[src/rtl/arb_pkg.sv]
// Shared types and helpers for the round-robin arbiter.
//   arb_state_t : arbiter FSM state (IDLE / GRANT)
//   idx_w()     : index width for an N-entry vector (at least 1 bit)
package arb_pkg;

  typedef enum logic {IDLE, GRANT} arb_state_t;

  function automatic int idx_w(input int n);
    return (n > 1) ? $clog2(n) : 1;
  endfunction

endpackage

[src/rtl/rr_arbiter_ctrl_pick.sv]
// rr_pick: combinational rotate-and-priority-encode.
//   req      : request vector
//   ptr      : first index searched (search wraps mod N)
//   mask_idx : index excluded from the search when mask_en is high
//   mask_en  : enable for mask_idx exclusion
//   found    : some eligible request exists
//   idx      : index of the first eligible request at or after ptr
module rr_pick
  import arb_pkg::*;
#(
  parameter  int N   = 4,
  localparam int IDW = idx_w(N)
) (
  input  logic [N-1:0]   req,
  input  logic [IDW-1:0] ptr,
  input  logic [IDW-1:0] mask_idx,
  input  logic           mask_en,
  output logic           found,
  output logic [IDW-1:0] idx
);

  // One extra bit so ptr+k (< 2N) can be reduced mod N by a single subtract.
  logic [IDW:0] pos;

  always_comb begin
    found = 1'b0;
    idx   = '0;
    pos   = '0;
    for (int k = 0; k < N; k++) begin
      pos = {1'b0, ptr} + (IDW+1)'(k);
      if (pos >= (IDW+1)'(N)) pos = pos - (IDW+1)'(N);
      if (!found && req[pos[IDW-1:0]] &&
          !(mask_en && (pos[IDW-1:0] == mask_idx))) begin
        found = 1'b1;
        idx   = pos[IDW-1:0];
      end
    end
  end

endmodule

[src/rtl/rr_arbiter_ctrl.sv]
// rr_arbiter_ctrl: N-requester round-robin arbiter with bounded tenure.
//   clk, rst_n : clock, async active-low reset
//   req        : level-sensitive request vector
//   gnt        : registered one-hot grant (zero when idle)
//   gnt_id     : index of current owner (0 when idle), datapath mux select
//   gnt_valid  : |gnt
//   preempt    : one-cycle pulse on the first cycle of a new owner that
//                took over because the previous owner's tenure expired
module rr_arbiter_ctrl
  import arb_pkg::*;
#(
  parameter  int N        = 4,
  parameter  int MAX_HOLD = 8,
  localparam int IDW      = idx_w(N),
  localparam int HW       = $clog2(MAX_HOLD + 1)
) (
  input  logic           clk,
  input  logic           rst_n,
  input  logic [N-1:0]   req,
  output logic [N-1:0]   gnt,
  output logic [IDW-1:0] gnt_id,
  output logic           gnt_valid,
  output logic           preempt
);

  arb_state_t     state_q, state_d;
  logic [IDW-1:0] ptr_q, ptr_d;
  logic [HW-1:0]  hold_q, hold_d;
  logic [N-1:0]   gnt_d;
  logic [IDW-1:0] id_d;
  logic           pre_d;

  logic           found;
  logic [IDW-1:0] pick_idx;
  logic           expiry;
  logic           take;
  logic           take_pre;

  // While someone owns the grant the owner is always excluded; on a release
  // its req bit is already low, so the mask only matters at tenure expiry.
  rr_pick #(.N(N)) u_pick (
    .req      (req),
    .ptr      (ptr_q),
    .mask_idx (gnt_id),
    .mask_en  (state_q == GRANT),
    .found    (found),
    .idx      (pick_idx)
  );

  assign expiry    = (hold_q == HW'(MAX_HOLD - 1));
  assign gnt_valid = |gnt;

  always_comb begin
    state_d  = state_q;
    ptr_d    = ptr_q;
    hold_d   = hold_q;
    gnt_d    = gnt;
    id_d     = gnt_id;
    pre_d    = 1'b0;
    take     = 1'b0;
    take_pre = 1'b0;

    unique case (state_q)
      IDLE: begin
        if (found) take = 1'b1;
      end
      GRANT: begin
        if (!req[gnt_id]) begin
          // Release wins over a coincident expiry: no preempt pulse.
          if (found) begin
            take = 1'b1;
          end else begin
            state_d = IDLE;
            gnt_d   = '0;
            id_d    = '0;
            hold_d  = '0;
          end
        end else if (!expiry) begin
          hold_d = hold_q + HW'(1);
        end else if (found) begin
          take     = 1'b1;
          take_pre = 1'b1;
        end else begin
          // Nobody waiting: owner keeps the grant with a fresh tenure.
          hold_d = '0;
        end
      end
      default: ;
    endcase

    if (take) begin
      state_d         = GRANT;
      gnt_d           = '0;
      gnt_d[pick_idx] = 1'b1;
      id_d            = pick_idx;
      hold_d          = '0;
      ptr_d           = (pick_idx == IDW'(N - 1)) ? '0 : pick_idx + IDW'(1);
      pre_d           = take_pre;
    end
  end

  always_ff @(posedge clk or negedge rst_n) begin
    if (!rst_n) begin
      state_q <= IDLE;
      ptr_q   <= '0;
      hold_q  <= '0;
      gnt     <= '0;
      gnt_id  <= '0;
      preempt <= 1'b0;
    end else begin
      state_q <= state_d;
      ptr_q   <= ptr_d;
      hold_q  <= hold_d;
      gnt     <= gnt_d;
      gnt_id  <= id_d;
      preempt <= pre_d;
    end
  end

endmodule

[config.mk]
export PLATFORM = sky130hd
export DESIGN_NAME = rr_arbiter_ctrl
export DESIGN_NICKNAME = d
export VERILOG_FILES = /design/src/rtl/arb_pkg.sv /design/src/rtl/rr_arbiter_ctrl_pick.sv /design/src/rtl/rr_arbiter_ctrl.sv
export SDC_FILE = /design/constraint.sdc
export NUM_CORES = 1
export LEC_CHECK = 0
export CAP_MARGIN = 20
export CORE_AREA = 2 2 44 46
export CTS_CLUSTER_DIAMETER = 100
export DETAILED_ROUTE_END_ITERATION = 6
export DIE_AREA = 0 0 46 48
export GPL_TIMING_DRIVEN = 0
export PLACE_DENSITY = 0.79
export REMOVE_ABC_BUFFERS = 1
export SLEW_MARGIN = 15
export SYNTH_ARGS = -nofsm -noshare
export SYNTH_HDL_FRONTEND = slang
export SYNTH_HIERARCHICAL = 1
export SYNTH_SLANG_ARGS = --single-unit
[constraint.sdc]
create_clock -name clk -period 3.97 [get_ports clk]
set_input_delay 0.794 -clock clk [delete_from_list [all_inputs] [get_ports clk]]
set_output_delay 0.794 -clock clk [all_outputs]
set_load 0.02 [all_outputs]
======== Word level (Yosys, flattened, before mapping) ========
Cells that the tools add are included.
storage, ports and cells
  register bits ........................... 14
  output and inout port bits .............. 8
  word-level logic and storage cells ...... 105
cells by class
  add/subtract/negate cells ............... 9
  $lt $le $gt $ge ......................... 11
  equality and inequality tests ........... 8
  mux-type cells .......................... 48
  bitwise operators ....................... 1
  reduce and logical (&&, ||, !) cells .... 22
operators by type and width
  operator               number
  $mux W4                9
  $mux W2                13
  $mux W1                19
  $lt A2 B3 Y1 const B   6
  $logic_and A1 B1 Y1    12
  $bmux W1 S2            5
  $ge A3 B3 Y1 const B   3
  $eq A2 B2 Y1           4
  $sub A2 B1 Y2 const B  4
  $logic_not A1 Y1       7
  $add A2 B2 Y3 const B  2
  $add A4 B1 Y4 const B  1
  $eq A4 B3 Y1 const B   1
  $reduce_or A4 Y1       1
  $add A2 B1 Y3 const B  1
  $ge A2 B3 Y1 const B   1
  $reduce_and A3 Y1      1
  $add A2 B1 Y2 const B  1
  $demux W1 S2           1
  $eq A2 B2 Y1 const B   1
  $ge A2 B1 Y1 const B   1
  $ne A2 B1 Y1 const B   1
  $ne A2 B2 Y1 const B   1
  $pmux W1 S2            1
  2 further kinds        2

======== Depth between registers and ports, before layout ========
  word-level depth ........................ 25
  mapped depth ............................ 7
  gate-level depth less buffers ........... 7

======== Cells and area by module ========
Netlist, hierarchy kept.
by module, submodules not included
  module           times used  cells an instance  area each (um^2)
  rr_arbiter_ctrl  1           70                 753.2
  rr_pick          1           21                 158.9

======== Worst setup path after synthesis ========
OpenSTA, ideal clock, no wires.
  path type ............................... in2reg
  from .................................... input port req[0]
  to ...................................... register ptr_q[1]
  library setup time ...................... 125 ps
  arrival ................................. 2117 ps
  required time ........................... 3845 ps
  slack ................................... 1728 ps
  cell stages on the path ................. 6
  cell sequence ........................... or3b_2 o22ai_1 a211oi_1 inv_1 ha_1 mux2_4
between the ends
  elaborated cells on any way between the ends .. 35
  classes of those cells .................. 1 x add/sub; 1 x eq/ne; 23 x mux; 10 x reduce/logical
RTL lines
  element                                        RTL line                    RTL
  start, declared                                rr_arbiter_ctrl.sv:19       input logic [N-1:0] req,
  $bmux W1 S2                                    rr_arbiter_ctrl_pick.sv:32  if (!found && req[pos[IDW-1:0]] &&
  $mux W1 (implied by the code)                  rr_arbiter_ctrl_pick.sv:32
  $logic_and A1 B1 Y1                            rr_arbiter_ctrl_pick.sv:32
  $mux W1                                        rr_arbiter_ctrl_pick.sv:32
  $logic_not A1 Y1                               rr_arbiter_ctrl_pick.sv:32
  $logic_and A1 B1 Y1 (2 in series)              rr_arbiter_ctrl_pick.sv:32
  $mux W1                                        rr_arbiter_ctrl_pick.sv:32
  $logic_not A1 Y1                               rr_arbiter_ctrl_pick.sv:32
  $logic_and A1 B1 Y1 (2 in series)              rr_arbiter_ctrl_pick.sv:32
  $mux W1                                        rr_arbiter_ctrl_pick.sv:32
  $logic_not A1 Y1                               rr_arbiter_ctrl_pick.sv:32
  $logic_and A1 B1 Y1 (2 in series)              rr_arbiter_ctrl_pick.sv:32
  $mux W2 (*)                                    rr_arbiter_ctrl_pick.sv:32
  via pick_idx[0]                                rr_arbiter_ctrl.sv:34       logic [IDW-1:0] pick_idx;
  $add A2 B1 Y2 or $eq A2 B2 Y1 (tied branches)  rr_arbiter_ctrl.sv:97       ptr_d = (pick_idx == IDW'(N - 1)) ? '0 : pick_idx + IDW'(1);
  $mux W2 (*)                                    rr_arbiter_ctrl.sv:97
  end signal, assigned                           rr_arbiter_ctrl.sv:112      ptr_q <= ptr_d;
  end, declared                                  rr_arbiter_ctrl.sv:27       logic [IDW-1:0] ptr_q, ptr_d;
Mark *: on every way through the listed nets, which the timed path passes. The rest lies on a longest branch. The select of a mux whose other input is x is not followed.
A chain may end at the register's enable or synchronous reset.

======== Final worst setup path ========
Ends and elaborated chain as after synthesis.

==> metrics.txt <==
status finished clean; share of post-route cells with drive strength above 1 13.21%; hold buffer count at cts 0; Power Dens Cells 812.4 nW/um2; register area 350.3 um2; Multi-input gate area 539.3 um2; Ys Warns 6; DP Area 1060 um2; Die Y 48 um; flops & latches, synth 14; LEAKAGE 0.4873 nW; die width 46 um; H-tree depth 1; VDD IR-drop max 0.4135 mV; fin crit share 68.59%; clk sinks 14; Congestion Overflow GR 0; clk buf depth 2; WHS 0.5330 ns; fin nets 119; MaxCap Viol Count 0; DRC viols 0; 1st-iter DRT viols 16; Max stage delay cell, worst path a211oi_1; DRT Pass-1 Iters 4; Worst setup EP type register; pin count of the biggest net entering global routing 16; area grow syn2layout 18.66%; Slew Limit Headroom 55.84%; placed wire-length estimate 1.345 mm; setup bufs post-CTS 0; crit-path max cell delay 0.54 ns; Hold Crit Class register to register; post-layout util 64.07%; Setup Crit Path Kind input port to register; CTS tree done; Layout Skew 0.005723 ns; core area 1689 um2; io pins 14; Root Buffer clkbuf_4; nature of the critical path startpoint input port; Post-synth EDFFs 0; PostCTS Resize Cnt 0; drt wl/cell 14.54 um; Tot Pwr 0.8792 mW; Setup TNS 0 ns; via count of the first global-routing pass 703; Syn Inst Count 91; mapped cell area 912.1 um2; final setup fails 0; Clock Latency Late Sink 0.27 ns; Clock transition at path regs 0.08 ns; IO buf count 13; Ant. Diodes 0; worst slew pin tran 0.6584 ns; detail-routed via count per cell 6.122; Filler Cell Count 141; crit path time final 2.723 ns; GP Congestion 0.7882; initial antenna violation count 0; overall routed net length 1.788 mm; asr flop ratio synth 100.0%; RSZ-0062 raised after global routing false; GRT Overall Usage 20.14%; total CTS buffers 3; Final Slew Violations 0; first-pass GRT wire length 3.160 mm; Cell variety after synth 36; row cnt 15; Initial Utilization 54.00%; Final Hold Fails 0; via count 753; FMAX 367.3 MHz; Syn Area/Cell 10.02 um2; Final Cell Area 1082 um2; Top FF cell, synth dfrtp_1; Data arrival, critical path 2.89 ns; Worst Path Required 4.14 ns; Seq/Total Area, Yosys 38.41%; Max Fanout on Critical Path 5; die area 2208 um2; commonest non-fill, non-tap cell in the layout dfrtp_1; Post-DRT Antenna Nets 0; most frequent cells in the layout dfrtp_1 (14), nand2_1 (13), clkdlybuf4s50_1 (13), o21ai_0 (6), a2bb2oi_1 (6); crit-path cells clkdlybuf4s50_1, or3b_2, o22ai_1, a211oi_1, inv_1, ha_1, mux2_4
==> kinds of logic (layout without fill, tap and decap cells) <==
group / after synthesis / in the layout / synth area share (%)
AND/OR/NAND/NOR: 36 / 36 / 21.95
buffers and inverters: 6 / 21 / 2.469
XOR/XNOR: 1 / 1 / 0.9604
multiplexers: 5 / 5 / 7.681
flip-flops: 14 / 14 / 38.41
adder cells (fa/ha/maj): 5 / 5 / 6.859
AO/OA/AOI/OAI: 24 / 24 / 21.68
==> stage by stage <==
| stage | setup slack (ns) | std cells |
|---|---|---|
| floorplan | 1.728 | 90 |
| global placement | 0.9693 | 120 |
| detailed placement | 0.9559 | 120 |
| CTS | 1.253 | 123 |
| global route | 1.043 | 123 |
| finish | 1.247 | 123 |
==> registers in the layout, summed over array words and instances (netlist names) <==
name	flops
state_q	1
hold_q	4
gnt_id	2
ptr_q	2
gnt	4
preempt	1
==> power breakdown <==
group / internal [mW] / total (mW) / switching, mW
combinational: 0.268 / 0.525 / 0.257
clock: 0.0351 / 0.0786 / 0.0435
sequential: 0.202 / 0.276 / 0.0735
total: 0.505 / 0.879 / 0.374
==> cells in the mapped netlist, drive strengths merged (2+ instances only) <==
cell type / count / area (um2)
dfrtp: 14 / 350.3
nand2: 13 / 48.80
a2bb2oi: 6 / 52.55
o21ai: 6 / 30.03
ha: 5 / 62.56
inv: 5 / 18.77
nand3: 5 / 25.02
nand2b: 4 / 25.02
mux2: 3 / 37.53
nand3b: 3 / 22.52
nor2: 2 / 7.510
o2bb2ai: 2 / 17.52
==> metal layers <==
layer  vias up  track usage (%)  share of wire [%]
li1        373                -                  -
met1       372            27.38                 46
met2         8            30.83                 52
met3         0            4.906                2.3
met4         0            8.000                  0
met5         -                0                  0
==> area by class of cell <==
cell class	count	area share [%]
clock buffers	3	2.081
repair buffers	13	12.02
inverters	5	1.734
well taps	17	1.965
flip-flops and latches	14	32.37
multi-input cells	71	49.83
==> critical path: cells and delay by family <==
kind | cells | cell delay (ns)
multiplexers | 1 | 0.27
AO/OA/AOI/OAI | 2 | 0.61
AND/OR/NAND/NOR | 1 | 0.25
buffers and inverters | 2 | 0.64
adder cells (fa/ha/maj) | 1 | 0.33
==> worst paths after layout <==
kind,startpoint,end,slack (ns),cells past startpoint
worst max-delay path,req[0],ptr_q[1]$_DFFE_PN0P_,1.25,7
worst min-delay path,ptr_q[0]$_DFFE_PN0P_,ptr_q[0]$_DFFE_PN0P_,0.53,2
worst max register to register,state_q$_DFF_PN0_,ptr_q[1]$_DFFE_PN0P_,1.35,6
min in group asynchronous,rst_n,hold_q[2]$_DFFE_PN0P_,0.91,1
worst min register to register,ptr_q[0]$_DFFE_PN0P_,ptr_q[0]$_DFFE_PN0P_,0.53,2
max in group asynchronous,rst_n,gnt[2]$_DFFE_PN0P_,2.64,1
No activity file was read; power rests on OpenSTA's default activity.
